## config.mk

```make
export PLATFORM = sky130hd
export DESIGN_NAME = ucode_decode_stage
export DESIGN_NICKNAME = d
export VERILOG_FILES = /design/src/rtl/ucode_pkg.sv /design/src/rtl/ucode_map.sv /design/src/rtl/ucode_decode_stage.sv
export SDC_FILE = /design/constraint.sdc
export NUM_CORES = 1
export LEC_CHECK = 0
export ABC_AREA = 1
export ABC_CLOCK_PERIOD_IN_PS = 5000
export CORE_MARGIN = 2
export CORE_UTILIZATION = 35
export CTS_CLUSTER_SIZE = 24
export DETAILED_ROUTE_END_ITERATION = 8
export GPL_TIMING_DRIVEN = 0
export PLACE_DENSITY = 0.61
export SKIP_LAST_GASP = 1
export SYNTH_ARGS = -nofsm -noshare
export SYNTH_HDL_FRONTEND = slang
export SYNTH_HIERARCHICAL = 1
export SYNTH_SLANG_ARGS = --single-unit
```

## constraint.sdc

```tcl
create_clock -name clk -period 5 [get_ports clk]
set_input_delay 0.5 -clock clk [delete_from_list [all_inputs] [get_ports clk]]
set_output_delay 0.5 -clock clk [all_outputs]
set_load 0.005 [all_outputs]
```

## src/rtl/ucode_pkg.sv

```systemverilog
`default_nettype none
// +----------------------------------------------------------------------------+
// | Module      : ucode_pkg                                                    |
// | Description : Opcode constants, uop entry type and opcode -> microcode map |
// | Revision    : 1.0                                                          |
// +----------------------------------------------------------------------------+
package ucode_pkg;

    localparam logic [7:0] c_uaddr_nop    = 8'hFF;

    localparam logic [7:0] c_op_alu_first = 8'h01;
    localparam logic [7:0] c_op_alu_last  = 8'h07;
    localparam logic [7:0] c_op_div       = 8'h09;
    localparam logic [7:0] c_op_alui_lo   = 8'h0A;
    localparam logic [7:0] c_op_mul       = 8'h11;
    localparam logic [7:0] c_op_alui_hi   = 8'h12;
    localparam logic [7:0] c_op_mem_first = 8'h21;
    localparam logic [7:0] c_op_mem_last  = 8'h27;
    localparam logic [7:0] c_op_jmp       = 8'h40;
    localparam logic [7:0] c_op_call      = 8'h60;
    localparam logic [7:0] c_op_mcall     = 8'h80;
    localparam logic [7:0] c_op_ret       = 8'h81;
    localparam logic [7:0] c_op_sys       = 8'h91;
    localparam logic [7:0] c_op_nop       = 8'hFF;

    typedef struct packed {
        logic [7:0] uaddr;
        logic [2:0] ucnt;
        logic       illegal;
    } uop_entry_t;

    function automatic uop_entry_t mk_entry(input logic [7:0] uaddr, input logic [2:0] ucnt);
        uop_entry_t e;
        e.uaddr   = uaddr;
        e.ucnt    = ucnt;
        e.illegal = 1'b0;
        return e;
    endfunction

    // Anything not listed falls to the NOP address; only 0xFF is a legal NOP.
    function automatic uop_entry_t ucode_lookup(input logic [7:0] key);
        uop_entry_t e;
        e.uaddr   = c_uaddr_nop;
        e.ucnt    = 3'd0;
        e.illegal = (key != c_op_nop);
        case (key) inside
            [c_op_alu_first:c_op_alu_last]: e = mk_entry(key - c_op_alu_first, 3'd0);
            c_op_mul:                       e = mk_entry(8'h07, 3'd2);
            c_op_div:                       e = mk_entry(8'h0A, 3'd2);
            c_op_alui_hi + 8'd0:            e = mk_entry(8'h0D, 3'd2);
            c_op_alui_lo + 8'd0:            e = mk_entry(8'h10, 3'd2);
            c_op_alui_hi + 8'd1:            e = mk_entry(8'h13, 3'd2);
            c_op_alui_lo + 8'd1:            e = mk_entry(8'h16, 3'd2);
            c_op_alui_hi + 8'd2:            e = mk_entry(8'h19, 3'd2);
            c_op_alui_lo + 8'd2:            e = mk_entry(8'h1C, 3'd2);
            c_op_alui_hi + 8'd3:            e = mk_entry(8'h1F, 3'd2);
            c_op_alui_lo + 8'd3:            e = mk_entry(8'h22, 3'd2);
            c_op_alui_hi + 8'd4:            e = mk_entry(8'h25, 3'd2);
            c_op_alui_lo + 8'd4:            e = mk_entry(8'h28, 3'd2);
            c_op_alui_hi + 8'd5:            e = mk_entry(8'h2B, 3'd2);
            c_op_alui_lo + 8'd5:            e = mk_entry(8'h2E, 3'd2);
            [c_op_mem_first:c_op_mem_last]: e = mk_entry(key + 8'h10, 3'd0);
            c_op_jmp:                       e = mk_entry(8'h38, 3'd0);
            c_op_call:                      e = mk_entry(8'h39, 3'd0);
            c_op_mcall:                     e = mk_entry(8'h3A, 3'd4);
            c_op_ret:                       e = mk_entry(8'h3F, 3'd1);
            c_op_sys:                       e = mk_entry(8'h41, 3'd1);
            default:                        ;
        endcase
        return e;
    endfunction

endpackage
`default_nettype wire

```

## src/rtl/ucode_map.sv

```systemverilog
`default_nettype none
// +----------------------------------------------------------------------------+
// | Module      : ucode_map                                                    |
// | Description : Combinational opcode key -> microcode entry lookup           |
// | Revision    : 1.0                                                          |
// +----------------------------------------------------------------------------+
module ucode_map
    import ucode_pkg::*;
(
    input  logic [7:0] i_key,
    output uop_entry_t o_entry
);

    assign o_entry = ucode_lookup(i_key);

endmodule
`default_nettype wire

```

## src/rtl/ucode_decode_stage.sv

```systemverilog
`default_nettype none
// +----------------------------------------------------------------------------+
// | Module      : ucode_decode_stage                                           |
// | Description : Microcode decode stage with registered output FIFO.          |
// |               Define UCODE_DECODE_ILLEGAL_TRAP_EN for illegal-op trapping. |
// | Revision    : 1.0                                                          |
// +----------------------------------------------------------------------------+
module ucode_decode_stage
    import ucode_pkg::*;
#(
    parameter int INSTR_W = 32,
    parameter int PC_W    = 8,
    parameter int UADDR_W = 8,
    parameter int UCNT_W  = 3,
    parameter int DEPTH   = 2
) (
    input  logic               clk,
    input  logic               rst,
    input  logic               flush,
    input  logic               in_valid,
    output logic               in_ready,
    input  logic [INSTR_W-1:0] in_instr,
    input  logic [PC_W-1:0]    in_pc_nt,
    input  logic [PC_W-1:0]    in_br_pc,
    input  logic               in_pred,
    output logic               out_valid,
    input  logic               out_ready,
    output logic [INSTR_W-1:0] out_instr,
    output logic [UADDR_W-1:0] out_uaddr,
    output logic [UCNT_W-1:0]  out_ucnt,
    output logic [2:0]         out_opcode,
    output logic [4:0]         out_rs1,
    output logic [4:0]         out_rs2,
    output logic [2:0]         out_rd,
    output logic [PC_W-1:0]    out_pc_nt,
    output logic [PC_W-1:0]    out_br_pc,
    output logic               out_pred,
    output logic               out_illegal
`ifdef UCODE_DECODE_ILLEGAL_TRAP_EN
    ,
    output logic [7:0]         illegal_cnt
`endif
);

    localparam int PTR_W   = $clog2(DEPTH);
    localparam int CNT_W   = PTR_W + 1;
    localparam int ENTRY_W = INSTR_W + UADDR_W + UCNT_W + 2 * PC_W + 2;

    localparam logic [1:0] c_st_empty   = 2'd0;
    localparam logic [1:0] c_st_partial = 2'd1;
    localparam logic [1:0] c_st_full    = 2'd2;

`ifdef UCODE_DECODE_ILLEGAL_TRAP_EN
    localparam logic c_trap_en = 1'b1;
`else
    localparam logic c_trap_en = 1'b0;
`endif

    logic [1:0]         state_q, state_d;
    logic [CNT_W-1:0]   count_q, count_d;
    logic [PTR_W-1:0]   rd_ptr_q, rd_ptr_d, wr_ptr_q, wr_ptr_d;
    logic               ready_en_q, ready_en_d;
    logic [ENTRY_W-1:0] mem_q [DEPTH];
    logic [ENTRY_W-1:0] mem_d [DEPTH];

    uop_entry_t         w_map;
    logic [UADDR_W-1:0] w_uaddr;
    logic [UCNT_W-1:0]  w_ucnt;
    logic               w_illegal;
    logic [ENTRY_W-1:0] w_entry;
    logic               w_out_valid, w_push, w_pop;

    logic [INSTR_W-1:0] w_h_instr;
    logic [UADDR_W-1:0] w_h_uaddr;
    logic [UCNT_W-1:0]  w_h_ucnt;
    logic [PC_W-1:0]    w_h_pc_nt, w_h_br_pc;
    logic               w_h_pred, w_h_illegal;

    ucode_map u_map (
        .i_key   (in_instr[INSTR_W-1 -: 8]),
        .o_entry (w_map)
    );

    // Narrow address buses keep the table LSBs; wide ones keep NOP as all-ones.
    generate
        if (UADDR_W <= 8) begin : g_uaddr_trunc
            assign w_uaddr = w_map.uaddr[UADDR_W-1:0];
        end else begin : g_uaddr_ext
            assign w_uaddr = (w_map.uaddr == c_uaddr_nop) ? '1 : UADDR_W'(w_map.uaddr);
        end
        if (UCNT_W >= 3) begin : g_ucnt_ext
            assign w_ucnt = UCNT_W'(w_map.ucnt);
        end else begin : g_ucnt_sat
            assign w_ucnt = (w_map.ucnt > 3'((1 << UCNT_W) - 1)) ? '1 : w_map.ucnt[UCNT_W-1:0];
        end
    endgenerate

    assign w_illegal   = w_map.illegal & c_trap_en;
    assign w_entry     = {in_instr, w_uaddr, w_ucnt, in_pc_nt, in_br_pc, in_pred, w_illegal};

    assign w_out_valid = (state_q != c_st_empty);
    assign w_pop       = w_out_valid & out_ready;
    assign in_ready    = ready_en_q & ((count_q < CNT_W'(DEPTH)) | w_pop);
    assign w_push      = in_valid & in_ready;
    assign ready_en_d  = 1'b1;

    always_comb begin
        state_d  = state_q;
        count_d  = count_q;
        rd_ptr_d = rd_ptr_q;
        wr_ptr_d = wr_ptr_q;
        mem_d    = mem_q;
        if (flush) begin
            state_d  = c_st_empty;
            count_d  = '0;
            rd_ptr_d = '0;
            wr_ptr_d = '0;
        end else begin
            if (w_push) begin
                mem_d[wr_ptr_q] = w_entry;
                wr_ptr_d        = wr_ptr_q + PTR_W'(1);
            end
            if (w_pop) begin
                rd_ptr_d = rd_ptr_q + PTR_W'(1);
            end
            case ({w_push, w_pop})
                2'b10:   count_d = count_q + CNT_W'(1);
                2'b01:   count_d = count_q - CNT_W'(1);
                default: ;
            endcase
            case (state_q)
                c_st_empty: begin
                    if (w_push) state_d = c_st_partial;
                end
                c_st_partial: begin
                    if (w_push && !w_pop && count_q == CNT_W'(DEPTH - 1)) state_d = c_st_full;
                    else if (w_pop && !w_push && count_q == CNT_W'(1))    state_d = c_st_empty;
                end
                c_st_full: begin
                    if (w_pop && !w_push) state_d = c_st_partial;
                end
                default: state_d = c_st_empty;
            endcase
        end
    end

    always_ff @(posedge clk or posedge rst) begin
        if (rst) begin
            state_q    <= c_st_empty;
            count_q    <= '0;
            rd_ptr_q   <= '0;
            wr_ptr_q   <= '0;
            ready_en_q <= 1'b0;
        end else begin
            state_q    <= state_d;
            count_q    <= count_d;
            rd_ptr_q   <= rd_ptr_d;
            wr_ptr_q   <= wr_ptr_d;
            ready_en_q <= ready_en_d;
        end
    end

    // Payload storage needs no reset: every output is masked while empty.
    always_ff @(posedge clk) begin
        mem_q <= mem_d;
    end

`ifdef UCODE_DECODE_ILLEGAL_TRAP_EN
    logic [7:0] illegal_cnt_q, illegal_cnt_d;

    always_comb begin
        illegal_cnt_d = illegal_cnt_q;
        if (w_push && !flush && w_map.illegal && illegal_cnt_q != 8'hFF) begin
            illegal_cnt_d = illegal_cnt_q + 8'd1;
        end
    end

    always_ff @(posedge clk or posedge rst) begin
        if (rst) illegal_cnt_q <= 8'd0;
        else     illegal_cnt_q <= illegal_cnt_d;
    end

    assign illegal_cnt = illegal_cnt_q;
`endif

    assign {w_h_instr, w_h_uaddr, w_h_ucnt, w_h_pc_nt, w_h_br_pc, w_h_pred, w_h_illegal} = mem_q[rd_ptr_q];

    assign out_valid   = w_out_valid;
    assign out_instr   = w_out_valid ? w_h_instr   : '0;
    assign out_uaddr   = w_out_valid ? w_h_uaddr   : '1;
    assign out_ucnt    = w_out_valid ? w_h_ucnt    : '0;
    assign out_pc_nt   = w_out_valid ? w_h_pc_nt   : '0;
    assign out_br_pc   = w_out_valid ? w_h_br_pc   : '0;
    assign out_pred    = w_out_valid & w_h_pred;
    assign out_illegal = w_out_valid & w_h_illegal;
    assign out_opcode  = out_instr[2:0];
    assign out_rs1     = out_instr[7:3];
    assign out_rs2     = out_instr[12:8];
    assign out_rd      = out_instr[15:13];

endmodule
`default_nettype wire

```

Yosys cells after proc, flatten, opt, wreduce, memory -nomap -nowiden
Index checks and enable logic that the tools add are counted.
{"block": "op_classes", "add_sub_neg": 6, "n_lt_le_gt_ge": 8, "eq_ne": 28, "mux": 44, "bitwise_logic": 9, "n_reduce_logical": 16}
{"operator": "$mux W12", "count": 21}
{"operator": "$mux W61", "count": 4}
{"operator": "$bwmux W122", "count": 1}
{"operator": "$demux W61 S1", "count": 1}
{"operator": "$eq A8 B4 Y1 const B", "count": 7}
{"operator": "$eq A8 B5 Y1 const B", "count": 7}
{"operator": "$mux W32", "count": 1}
{"operator": "$eq A8 B8 Y1 const B", "count": 3}
{"operator": "$mux W8", "count": 3}
{"operator": "$eq A8 B7 Y1 const B", "count": 2}
{"operator": "$mux W2", "count": 6}
{"operator": "$add A8 B5 Y8 const B", "count": 1}
{"operator": "$ge A8 B1 Y1 const B", "count": 1}
{"operator": "$ge A8 B6 Y1 const B", "count": 1}
{"operator": "$le A8 B3 Y1 const B", "count": 1}
{"operator": "$le A8 B6 Y1 const B", "count": 1}
{"operator": "$ne A8 B8 Y1 const B", "count": 1}
{"operator": "$sub A8 B1 Y8 const B", "count": 1}
{"operator": "$logic_and A1 B1 Y1", "count": 7}
{"operator": "$eq A2 B1 Y1 const B", "count": 3}
{"operator": "$ne A3 B3 Y1 const B", "count": 2}
{"operator": "$pmux W2 S3", "count": 1}
{"operator": "$reduce_bool A2 Y1", "count": 3}
{"operator": "$and A1 B1 Y1", "count": 5}
{"operator": "19 further kinds", "count": 27}
{"block": "word_totals", "register_bits": 129, "input_bits": 54, "output_inout_bits": 79, "elab_cells": 118}

Depth between registers and ports, before layout
Gate-level depths: netlist (run 1).
{"block": "logic_depth", "depth_word": 23, "mapped_depth": 19, "mapped_depth_nobuf": 19}

Modules after synthesis
Netlist (run 1), hierarchy kept.
{"module": "ucode_decode_stage", "instances": 1, "cells_each": 393, "area_each_um2": 5003.5}
{"module": "ucode_map", "instances": 1, "cells_each": 184, "area_each_um2": 989.7}

Worst setup path before layout (run 1)
OpenSTA, ideal clock, no wires.
{"block": "synth_timing", "kind": "input to register", "from": "input out_ready", "to": "register mem_q[100] (netlist name), enable pin", "setup_time_ps": 478, "t_arrival_ps": 3419, "required_time_ps": 4522, "path_slack_ps": 1103, "cell_stages": 4, "n_path_buf": 0, "cell_sequence": "o21ai_4 -> a21boi_1 -> nand3_1 -> nor2_1"}
{"block": "synth_between", "elab_chain_cells": 5}
{"element": "start: declaration", "line": "ucode_decode_stage.sv:27", "source": "input logic out_ready,"}
{"element": "$and A1 B1 Y1", "line": "ucode_decode_stage.sv:102", "source": "assign w_pop = w_out_valid & out_ready;"}
{"element": "$or A1 B1 Y1", "line": "ucode_decode_stage.sv:103", "source": "assign in_ready = ready_en_q & ((count_q < CNT_W'(DEPTH)) | w_pop);"}
{"element": "$and A1 B1 Y1", "line": "ucode_decode_stage.sv:103"}
{"element": "net in_ready", "line": "ucode_decode_stage.sv:21", "source": "output logic in_ready,"}
{"element": "$and A1 B1 Y1", "line": "ucode_decode_stage.sv:104", "source": "assign w_push = in_valid & in_ready;"}
{"element": "$reduce_and A2 Y1 (no line)"}
{"element": "end signal: assignment", "line": "ucode_decode_stage.sv:165", "source": "mem_q <= mem_d;"}
{"element": "end: declaration", "line": "ucode_decode_stage.sv:63", "source": "logic [ENTRY_W-1:0] mem_q [DEPTH];"}
The timed path passes the listed nets, and every way through them passes these cells.
A chain may end at the register's enable or synchronous reset.

Worst setup path in the final report (run 1)
{"block": "layout_timing", "from": "register rd_ptr_q", "to": "output out_instr[26]"}
{"block": "layout_between", "elab_chain_cells": 5}
{"element": "start: declaration", "line": "ucode_decode_stage.sv:61", "source": "logic [PTR_W-1:0] rd_ptr_q, rd_ptr_d, wr_ptr_q, wr_ptr_d;"}
{"element": "start signal: assignment", "line": "ucode_decode_stage.sv:157", "source": "rd_ptr_q <= rd_ptr_d;"}
{"element": "$not A1 Y2 (not written as such)", "line": "ucode_decode_stage.sv:186", "source": "assign {w_h_instr, w_h_uaddr, w_h_ucnt, w_h_pc_nt, w_h_br_pc, w_h_pred, w_h_illegal} = mem_q[rd_ptr_q];"}
{"element": "$mux W61 (not written as such) (3 in series)", "line": "ucode_decode_stage.sv:186"}
{"element": "$mux W32", "line": "ucode_decode_stage.sv:189", "source": "assign out_instr = w_out_valid ? w_h_instr : '0;"}
{"element": "end: declaration", "line": "ucode_decode_stage.sv:28", "source": "output logic [INSTR_W-1:0] out_instr,"}
No other way between the ends. The select of a mux whose other input is x is not followed.

==> results.py, run 1 <==
metrics = {
    "worst_hold_path": {
        "min_path_type": "input pin to async pin",
    },
    "global_routing": {
        "grt_overflow": 0,
        "grt_first_pass_wirelength_mm": 23.6,
        "grt_util_met3": 0.0428,
        "antenna_found_initial": 0,
        "grt_pass1_vias": 4613,
        "grt_max_degree": 27,
        "busiest_layer": "met2",
        "track_usage": 0.167,
        "grtUsageMet1": 0.208,
        "use_met2": 0.287,
    },
    "setup_path": {
        "end_kind": "output pin",
        "worstPathMaxFanout": 10,
        "slowest_stage": "clkdlybuf4s50_1",
        "crit_chain": "clkbuf_1 > inv_2 > clkbuf_1 > nand2_1 > a21oi_1 > clkdlybuf4s50_1",
        "slowest_delay_ns": 0.58,
        "crit_top_cell": "clkbuf_1",
        "cp.buffers_inverters": 4,
        "worstPathRequired_ns": 4.50,
        "cp.arrival_ns": 2.58,
        "timing.rr.start": "state_q[0]",
        "critPathTopFamily": "buffers and inverters",
        "startpoint_type": "register",
        "critPathLaunch": "rd_ptr_q",
        "crit_type": "register to output pin",
    },
    "sta": {
        "drv_slew": 0,
        "setup_viol": 0,
        "holdWs_ns": 0.339,
        "period_needed_ns": 3.08,
        "grt_setup_unrepaired": "false",
        "relSlewSlack": 0.640,
        "clock_skew_ns": 0.00897,
        "final_hold_viol_count": 0,
        "timing.fmax_mhz": 325,
        "tightestPinTransition_ns": 0.540,
        "finalCritPeriodShare": 0.616,
    },
    "pwr": {
        "clock_power_share": 0.394,
        "power_density_mw_per_mm2": 385,
        "power_frac_seq": 0.389,
        "p_sw_w": 0.000788,
        "ir_worst_vdd_uv": 216,
        "cellLeakagePower_nw": 3.11,
        "p_int_w": 0.00239,
        "swShare": 0.248,
        "p_comb_frac": 0.217,
    },
    "clock_tree": {
        "cts-buffers-inserted": 17,
        "cts.sinks": 127,
        "htreeDepth": 4,
        "cts_resized": 0,
        "cts_max_path_buffers": 2,
        "cts_setup_buffers": 0,
        "clk_latency_ns": 0.41,
        "cts_tree": "built",
        "cts_root_buf": "clkbuf_16",
        "hold_buffers": 0,
        "clkTransAtPathRegs_ns": 0.06,
    },
    "die": {
        "die_h_um": 135,
        "dieArea_mm2": 0.0182,
        "start_util": 0.359,
        "boundaryPins": 133,
        "die_w_um": 135,
        "core_mm2": 0.0166,
        "rows": 47,
    },
    "routing": {
        "wl_per_cell_um": 15.2,
        "wl_mm": 14.6,
        "drcViolationCount": 0,
        "drtAntennaViolNets": 0,
        "dr.pass1.iters": 6,
        "vias": 4595,
        "vias_per_cell": 4.78,
        "drt_iter0_markers": 237,
    },
    "logic_synthesis": {
        "synth.avg_cell_area_um2": 10.4,
        "synthesis.instances": 575,
        "netlist_area_mm2": 0.00598,
        "ys_warn_count": 6,
        "syn-num-nets": 640,
    },
    "place": {
        "dp_hpwl_mm": 10.5,
        "finalWeightedCongestion": 0.858,
        "port_buffers": 131,
    },
    "run": {
        "maxCapViolations": 0,
    },
    "cells_and_area": {
        "finalNetCount": 794,
        "area_growth_pct": 38.2,
        "antennaDiodeCount": 0,
        "utilization": 0.497,
        "final_layout_size_suffix_gt1_frac": 0.121,
        "n_fill_cell": 1513,
    },
    "outcome": {
        "status": "finished clean",
    },
}
-- per-stage QoR --
stage / total power [W] / TNS, ns / cell area (um2) / setup slack, ns / cells
after floorplan: 0.00156 / 0 / 5980 / 1.10 / 575
after global placement: 0.00195 / -118.35 / 7570 / -0.993 / 926
after detailed placement: 0.00196 / 0 / 7660 / 1.81 / 930
after CTS: 0.00322 / 0 / 8270 / 1.88 / 962
after global routing: 0.00333 / 0 / 8270 / 1.70 / 962
final: 0.00318 / 0 / 8270 / 1.92 / 962
-- placed cells by master (no fill, tap or decap), types with 5 or more instances in the layout --
master / instances
o21ai_1: 5
ha_1: 11
clkdlybuf4s50_1: 131
inv_2: 13
a21oi_1: 57
o21ai_0: 9
nand3_1: 33
nor3_1: 9
nand2_1: 163
nor2_1: 25
clkbuf_16: 17
dfrtp_1: 7
nand3_2: 5
edfxtp_1: 120
nor2_2: 5
clkbuf_1: 21
inv_1: 40
buf_4: 17
-- power groups by stage --
stage                     Clock [W]  Combinational, W  Sequential (W)
final                       0.00125          0.000690         0.00124
after global routing        0.00132          0.000765         0.00124
after global placement            0          0.000682         0.00126
after CTS                   0.00127          0.000702         0.00124
after detailed placement          0          0.000699         0.00126
after floorplan                   0          0.000305         0.00126
-- worst paths after layout --
check | slack [ns] | endpoint | depth (start not counted)
hold reg to reg | 0.54 | count_q[0] | 1
max in group asynchronous | 4.43 | rd_ptr_q | 2
setup / recovery | 1.92 | out_instr[26] | 6
hold / removal | 0.34 | state_q[0] | 2
min in group clk | 0.54 | count_q[0] | 1
setup reg to reg | 2.97 | mem_q[27] | 5
-- metal layers --
| metal | wire length (um) | vias to the layer above |
|---|---|---|
| met2 | 7390 | 113 |
| met3 | 771 | 16 |
| met5 | 0 | - |
| li1 | - | 2251 |
| met4 | 151 | 0 |
| met1 | 6330 | 2215 |
-- layout make-up --
cell class	instances	area [um2]	area share
Inverter	53	199	0.0241
Multi-Input combinational cell	359	1820	0.220
Tap cell	220	275	0.0333
Clock buffer	20	437	0.0528
Timing Repair Buffer	135	1390	0.168
Clock inverter	12	168	0.0203
Sequential cell	127	3780	0.457
Buffer	36	200	0.0242
-- worst register-to-register path: stages (launching register included) --
cell and delay [ns]:
dfrtp_1 0.48, o21ai_4 0.12, a21boi_1 0.20, nand3_1 0.23
nor2_4 0.42, buf_12 0.26
-- state kept, by name (all words and copies together), names as in the netlist --
name,flops
count_q,2
state_q,2
wr_ptr_q,1
mem_q,120
rd_ptr_q,1
ready_en_q,1
Power figures use the tool's default switching activity.
==> run 2: changes to the inputs <==
ABC_CLOCK_PERIOD_IN_PS = 2900   (was 5000)
clock period = 2.9 ns   (was 5 ns; I/O delays follow)
==> results.py, run 2 (synthesized netlist as in run 1, its figures left out) <==
metrics = {
    "outcome": {
        "status": "finished clean",
    },
    "setup_path": {
        "crit_top_cell": "clkbuf_1",
        "worstPathMaxFanout": 10,
        "worstPathRequired_ns": 2.61,
        "crit_chain": "clkbuf_1 > inv_2 > clkbuf_1 > nand2_1 > a21oi_1 > clkdlybuf4s50_1",
        "critPathTopFamily": "buffers and inverters",
        "cp.buffers_inverters": 4,
        "slowest_stage": "clkdlybuf4s50_1",
        "reg2reg_slack_ns": 0.85,
        "cp.depth": 6,
        "crit_type": "register to output pin",
        "startpoint_type": "register",
        "cp.arrival_ns": 2.44,
        "timing.rr.start": "state_q[0]",
        "end_kind": "output pin",
        "r2r_end": "mem_q[27]",
        "r2r_cells": 5,
        "slowest_delay_ns": 0.54,
    },
    "cells_and_area": {
        "area_growth_pct": 38.5,
        "largest_reg_flops": 120,
        "mostFrequentLayoutCells": "nand2_1, clkdlybuf4s50_1, edfxtp_1",
        "final_common_cell": "nand2_1",
        "multi_input_area_mm2": 0.00182,
        "finalNetCount": 794,
        "reg_top3": "mem_q: 120 flops, count_q: 2 flops, state_q: 2 flops",
        "regArea_mm2": 0.00378,
        "instances_no_fill": 962,
        "antennaDiodeCount": 0,
        "regMostFlops": "mem_q",
        "n_fill_cell": 1511,
        "final_layout_size_suffix_gt1_frac": 0.133,
        "postLayoutCellArea_mm2": 0.00828,
    },
    "global_routing": {
        "grt_pass1_vias": 4613,
        "grt_first_pass_wirelength_mm": 23.6,
        "antenna_found_initial": 0,
        "grt_overflow": 0,
        "track_usage": 0.167,
        "grt_max_degree": 27,
    },
    "routing": {
        "wl_mm": 14.6,
        "drcViolationCount": 0,
        "drtAntennaViolNets": 0,
        "vias": 4561,
        "vias_per_cell": 4.74,
        "dr.pass1.iters": 4,
        "wl_per_cell_um": 15.2,
        "drt_iter0_markers": 225,
    },
    "sta": {
        "setup_viol": 0,
        "final_hold_viol_count": 0,
        "finalCritPeriodShare": 0.941,
        "drv_slew": 0,
        "period_needed_ns": 2.73,
        "timing.fmax_mhz": 367,
        "grt_setup_unrepaired": "false",
        "clock_skew_ns": 0.00754,
    },
    "pwr": {
        "finalPower_w": 0.00549,
        "power_density_mw_per_mm2": 663,
        "ir_worst_vdd_uv": 373,
        "cellLeakagePower_nw": 3.14,
    },
    "die": {
        "die_w_um": 135,
        "start_util": 0.359,
        "core_mm2": 0.0166,
        "dieArea_mm2": 0.0182,
        "boundaryPins": 133,
        "die_h_um": 135,
        "rows": 47,
    },
    "place": {
        "dp_hpwl_mm": 10.5,
        "place_area_mm2": 0.00766,
        "finalWeightedCongestion": 0.858,
        "dp.cells": 930,
        "port_buffers": 131,
    },
    "clock_tree": {
        "htreeDepth": 4,
        "cts.sinks": 127,
        "cts-buffers-inserted": 17,
        "cts_tree": "built",
        "clkTransAtPathRegs_ns": 0.06,
        "cts_setup_buffers": 0,
        "cts_resized": 2,
        "hold_buffers": 0,
        "cts_root_buf": "clkbuf_16",
        "clk_latency_ns": 0.41,
        "cts_max_path_buffers": 2,
    },
    "run": {
        "maxCapViolations": 0,
    },
    "worst_hold_path": {
        "min_path_type": "input pin to async pin",
    },
}
[run 2: worst reg2reg max path, cell delays in order, from the launching register on]
cell and delay, ns:
dfrtp_1 0.50, o21ai_4 0.12, a21boi_1 0.20, nand3_1 0.23, nor2_4 0.41, buf_12 0.26
[run 2: through the flow]
stage / hold WS [ns] / TNS [ns] / setup slack [ns] / utilization
floorplan: 0.0934 / -116.46 / -0.970 / -
global placement: 0.484 / -345.23 / -2.88 / 0.455
detailed placement: 0.521 / -0.152 / -0.0759 / 0.460
CTS: 0.128 / 0 / 0.0144 / 0.497
global route: 0.143 / 0 / 0.0189 / 0.498
finish: 0.128 / 0 / 0.172 / 0.498
[run 2: report_power, final]
part	internal, W	switching, W	total, W
sequential	0.00210	0.0000370	0.00214
clock	0.00143	0.000735	0.00216
combinational	0.000605	0.000591	0.00120
[run 2: final cells by class]
| type | count | share of cell area |
|---|---|---|
| well taps | 220 | 0.0332 |
| plain buffers | 36 | 0.0255 |
| inverters | 53 | 0.0240 |
| repair buffers | 135 | 0.168 |
| flip-flops and latches | 127 | 0.456 |
| multi-input cells | 359 | 0.220 |
| clock inverters | 12 | 0.0202 |
| clock buffers | 20 | 0.0527 |
[run 2: worst max path at each step]
stage | slack [ns] | from | endpoint
global route | 0.02 | rd_ptr_q | out_rs2[0]
CTS | 0.01 | rd_ptr_q | out_instr[27]
finish | 0.17 | rd_ptr_q | out_instr[31]
floorplan | -0.97 | state_q[0] | mem_q[100]
global placement | -2.88 | out_ready | mem_q[83]
detailed placement | -0.08 | in_instr[28] | mem_q[28]
[run 2: layer usage]
layer,share of wire,vias to the layer above,wire (um),track usage
met5,0,-,0,0
met4,0.0098,0,144,0.0526
met3,0.059,14,867,0.0428
met2,0.50,119,7380,0.287
met1,0.43,2175,6250,0.208
li1,-,2253,-,-
